File: src/rtl/riscv_structures.sv
// Shared RISC-V definitions used by the decode and encode paths.
package riscv_structures;

  typedef enum logic [2:0] {
    R_TYPE = 3'd0,
    I_TYPE = 3'd1,
    S_TYPE = 3'd2,
    B_TYPE = 3'd3,
    U_TYPE = 3'd4,
    J_TYPE = 3'd5
  } instr_type_e;

endpackage

File: src/rtl/imm_encoder.sv
// Two-stage immediate packer: inserts a signed immediate into the type-specific
// fields of an instruction template, flags out-of-range/misaligned immediates.
module imm_encoder
  import riscv_structures::*;
#(
  parameter int ERR_CNT_W = 8
) (
  input  logic                 clk,
  input  logic                 rst_n,
  input  logic                 in_valid,
  output logic                 in_ready,
  input  instr_type_e          in_type,
  input  logic [31:0]          in_template,
  input  logic [31:0]          in_imm,
  output logic                 out_valid,
  input  logic                 out_ready,
  output logic [31:0]          out_instr,
  output logic                 out_err,
  input  logic                 err_clr,
  output logic [ERR_CNT_W-1:0] err_count
);

  // Handshakes: a word moves when valid && ready on the same rising edge; a
  // producer holds valid and data stable until accepted; ready never waits on valid.

  logic        ready_en;
  logic        s1_valid;
  instr_type_e s1_type;
  logic [31:0] s1_template;
  logic [20:0] s1_imm;
  logic        s1_fit;

  logic        s2_adv;
  logic        s1_adv;
  logic        in_fire;
  logic        out_fire;
  logic        in_fit;
  logic [31:0] packed_word;

  assign s2_adv   = !out_valid || out_ready;
  assign s1_adv   = !s1_valid || s2_adv;
  assign in_ready = s1_adv && ready_en;
  assign in_fire  = in_valid && in_ready;
  assign out_fire = out_valid && out_ready;

  // Fit means every bit above the field's sign bit replicates it.
  always_comb begin
    in_fit = 1'b1;
    case (in_type)
      I_TYPE, S_TYPE: in_fit = (&in_imm[31:11]) || !(|in_imm[31:11]);
      B_TYPE:         in_fit = ((&in_imm[31:12]) || !(|in_imm[31:12])) && !in_imm[0];
      J_TYPE:         in_fit = ((&in_imm[31:20]) || !(|in_imm[31:20])) && !in_imm[0];
      default:        in_fit = 1'b1;
    endcase
  end

  always_comb begin
    packed_word = s1_template;
    case (s1_type)
      I_TYPE: packed_word[31:20] = s1_imm[11:0];
      S_TYPE: begin
        packed_word[31:25] = s1_imm[11:5];
        packed_word[11:7]  = s1_imm[4:0];
      end
      B_TYPE: begin
        packed_word[31]    = s1_imm[12];
        packed_word[30:25] = s1_imm[10:5];
        packed_word[11:8]  = s1_imm[4:1];
        packed_word[7]     = s1_imm[11];
      end
      J_TYPE: begin
        packed_word[31]    = s1_imm[20];
        packed_word[30:21] = s1_imm[10:1];
        packed_word[20]    = s1_imm[11];
        packed_word[19:12] = s1_imm[19:12];
      end
      default: packed_word = s1_template;
    endcase
  end

  // Holds in_ready low until the first clock after reset release.
  always_ff @(posedge clk or negedge rst_n) begin
    if (!rst_n) ready_en <= 1'b0;
    else        ready_en <= 1'b1;
  end

  always_ff @(posedge clk or negedge rst_n) begin
    if (!rst_n) begin
      s1_valid    <= 1'b0;
      s1_type     <= R_TYPE;
      s1_template <= '0;
      s1_imm      <= '0;
      s1_fit      <= 1'b1;
    end else if (s1_adv) begin
      s1_valid <= in_fire;
      if (in_fire) begin
        s1_type     <= in_type;
        s1_template <= in_template;
        s1_imm      <= in_imm[20:0];
        s1_fit      <= in_fit;
      end
    end
  end

  always_ff @(posedge clk or negedge rst_n) begin
    if (!rst_n) begin
      out_valid <= 1'b0;
      out_instr <= '0;
      out_err   <= 1'b0;
    end else if (s2_adv) begin
      out_valid <= s1_valid;
      if (s1_valid) begin
        out_instr <= packed_word;
        out_err   <= !s1_fit;
      end
    end
  end

  // Clear takes priority over a coincident errored handshake.
  always_ff @(posedge clk or negedge rst_n) begin
    if (!rst_n) begin
      err_count <= '0;
    end else if (err_clr) begin
      err_count <= '0;
    end else if (out_fire && out_err && (err_count != '1)) begin
      err_count <= err_count + ERR_CNT_W'(1);
    end
  end

endmodule

File: config.mk
export PLATFORM = sky130hd
export DESIGN_NAME = imm_encoder
export DESIGN_NICKNAME = d
export VERILOG_FILES = /design/src/rtl/riscv_structures.sv /design/src/rtl/imm_encoder.sv
export SDC_FILE = /design/constraint.sdc
export NUM_CORES = 1
export LEC_CHECK = 0
export BUFFER_PORTS_ARGS = -buffer_cell sky130_fd_sc_hd__buf_2
export CAP_MARGIN = 10
export CORE_MARGIN = 1.5
export CORE_UTILIZATION = 35
export DETAILED_ROUTE_END_ITERATION = 10
export MAX_ROUTING_LAYER = met4
export PLACE_DENSITY = 0.55
export SLEW_MARGIN = 0
export SYNTH_ARGS = -nofsm -noshare
export SYNTH_HDL_FRONTEND = slang
export SYNTH_SLANG_ARGS = --single-unit
File: constraint.sdc
create_clock -name clk -period 3.1 [get_ports clk]
set_input_delay 0.465 -clock clk [delete_from_list [all_inputs] [get_ports clk]]
set_output_delay 0.465 -clock clk [all_outputs]
set_load 0.03 [all_outputs]
==> results.toml <==
[job]
cap_violations = 0

[logic_synthesis]
synth_compound_area_frac = 0.0546
muxShareOfSynthArea = 0.222
synth_fa_ha_area_frac = 0.00292
synth-xor-area-share = 0.0184
syn_area_um2 = 4280
synth_top_family_by_area = "multiplexers"
syn_nets = 411
syn_avg_cell_area_um2 = 12.7
synthTopCellsByCount = "100 x dfrtp_1, 63 x mux2_2, 33 x nand2_1, 29 x o21ai_0, 24 x mux2i_1"
synth_cells = 338
ys_seq_elements = 101
ys_seq_area_frac = 0.590
yosys.area_share.simple = 0.0905
async_flop_share = 1.00
synth_top_area_frac = 0.584
synth_edf_count = 0
synth_largest_area_cell = "dfrtp_1"
synth.area.top_cells = "dfrtp_1 58%, mux2_2 17%, mux2i_1 5.6%, o21ai_0 3.4%, nand2_1 2.9%"
yosysWarnings = 0
synth_cell_types = 36
yosysMostFrequentCell = "dfrtp_1"
yosys_most_used_dff = "dfrtp_1"

[cells_and_area]
antennaDiodeCount = 0
seqCellArea_um2 = 2530
fillers = 1136
final_util = 0.442
syn2layout_area_growth_pct = 23.5
drive_above_1_share = 0.443
multi_input_area_um2 = 1670
nNetsFinal = 523
post-route-cell-area_um2 = 5290

[route]
dr_total_vias = 2944
viasPerCell = 4.90
drc = 0
antenna_left = 0
dr.pass1.iters = 4
wirelength_um = 9040
drt_iter0_drc = 113
wl_per_cell_um = 15.0

[clocking]
h-tree-depth = 3
cts_resized = 0
cts-root-buf = "clkbuf_16"
clkTransAtPathRegs_ps = 60
ctsHoldBuffers = 0
numClockSinks = 101
cts_buffers = 9
clock_path_buffers = 2
postCtsSetupRepairBufs = 0
clk_latency_ps = 340
cts_tree = "built"

[sta]
slew_violations = 0
final_hold_viol_count = 0
rsz0062_at_grt = "false"
finalSetupViolations = 0
fmax_ghz = 0.540
worst_pin_slew_ps = 634
relSlewSlack = 0.576
clock_skew_ps = 5.72
holdWs_ps = 130
setup_tns_ps = 0
period_minus_slack_ps = 1850
finalWorstSetupSlack_ps = 1250
min_period_over_period = 0.597

[setup_path]
cp_max_fo = 8
r2r_start = "s1_type[2]"
worst_ep_required_time_ps = 3310
critPathLaunch = "s1_type[2]"
crit_chain = "nand2b_1 -> and2_1 -> mux2i_1 -> o21ai_0"
worst_path_largest_cell_delay_ps = 500
arrival_ps = 2060
cp_top_family = "simple AND/OR/NAND/NOR gates"
critPathKind = "flip-flop to flip-flop"
end_kind = "flip-flop"
slowest_stage = "and2_1"
start_kind = "flip-flop"
path_buf_inv = 0

[floorplan]
num_rows = 40
die_w_um = 114
die_area_um2 = 12900
fp.dieH_um = 114
start_util = 0.358
core_area_um2 = 12000
ios = 115

[pwr]
switchingPower_w = 0.00121
switching_share = 0.320
pwr-share-seq = 0.461
p_leak_nw = 2.54
clockPowerShare = 0.281
comb_power_share = 0.259
p_int_w = 0.00258
vdd_drop_max_mv = 0.316
p_per_area_nw_per_um2 = 717

[grt]
grt_antenna_before_repair = 0
track_usage = 0.152
grt_overflow_total = 0
grt_pass1_wl_um = 14700
grt_start_max_net_pins = 57
first_global_vias = 2911

[placed_design]
place_hpwl_um = 6450
pre_cts_slack_ps = 979
globalplace.congestion = 0.720
portBuffers = 114
dpl_cell_area_um2 = 5010

[run_status]
run_status = "completed"

[worst_hold_path]
min_path_type = "input pin to async pin"
path summary, 6_finish.rpt:
kind                                   end  slack [ps]  cells after the start
min in group clk           s1_template[31]         350                      2
setup / recovery             out_instr[26]        1250                      4
setup reg to reg             out_instr[26]        1250                      4
hold / removal                err_count[6]         130                      1
max in group asynchronous           s1_fit        2210                      2
hold reg to reg              out_instr[26]         470                      2
power by group through the flow:
stage / registers, W / clock network, W / logic [W]
finish: 0.00175 / 0.00106 / 0.000981
global route: 0.00178 / 0.00115 / 0.00108
CTS: 0.00175 / 0.00110 / 0.00100
detailed placement: 0.00178 / 0 / 0.000999
global placement: 0.00176 / 0 / 0.000986
floorplan: 0.00204 / 0 / 0.000386
flip-flops by register name, indices dropped and copies added, names as in the netlist:
name / count
s1_type: 3
s1_valid: 1
s1_fit: 1
err_count: 8
s1_template: 32
out_valid: 1
out_instr: 32
out_err: 1
s1_imm: 21
ready_en: 1
layout by cell type, fill, tap and decap left out, types with 2 or more instances in the layout:
master / count
nand4_1: 6
nand2_2: 2
buf_2: 113
xnor2_1: 7
a21oi_1: 4
clkbuf_16: 9
inv_1: 3
nor3_1: 5
and2_1: 2
nand3b_1: 4
mux2i_1: 24
clkbuf_8: 3
dfrtp_1: 100
mux2_2: 63
o21ai_0: 29
nor2_1: 12
buf_4: 4
nand2_1: 31
nand2b_1: 4
nor4_1: 4
clkbuf_1: 2
nand3_1: 3
xor2_1: 2
cell families after synthesis:
logic type                 Yosys count
buffers and inverters               20
adders and majority gates            1
AOI/OAI and AO/OA                   40
xor gates and xnor gates             9
other                                1
and+or+nand+nor                     79
muxes                               87
DFF                                101
layout make-up:
type | count | area share
inverters | 3 | 0.00213
multi-input cells | 217 | 0.316
repair buffers | 118 | 0.116
clock inverters | 1 | 0.000946
clock buffers | 14 | 0.0518
flip-flops and latches | 101 | 0.478
well taps | 147 | 0.0348
stage by stage:
step	cells	total power, W
floorplan	338	0.00243
global placement	586	0.00275
detailed placement	586	0.00278
CTS	601	0.00385
global route	601	0.00401
finish	601	0.00379
worst reg2reg max path: cells and delay by family (launching register included):
kind | cells | cell delay, ps
compound gates | 1 | 80
mux | 1 | 240
simple gates | 2 | 940
flops | 1 | 450
metal layers:
metal  GRT usage  up-vias  wire (um)
li1            -     1419          -
met1       0.196     1432       4230
met2       0.233       88       4260
met3      0.0452        5        488
met4      0.0450        0         58
met5           -        -          0
Note: power is estimated with default switching activity, not from simulation.
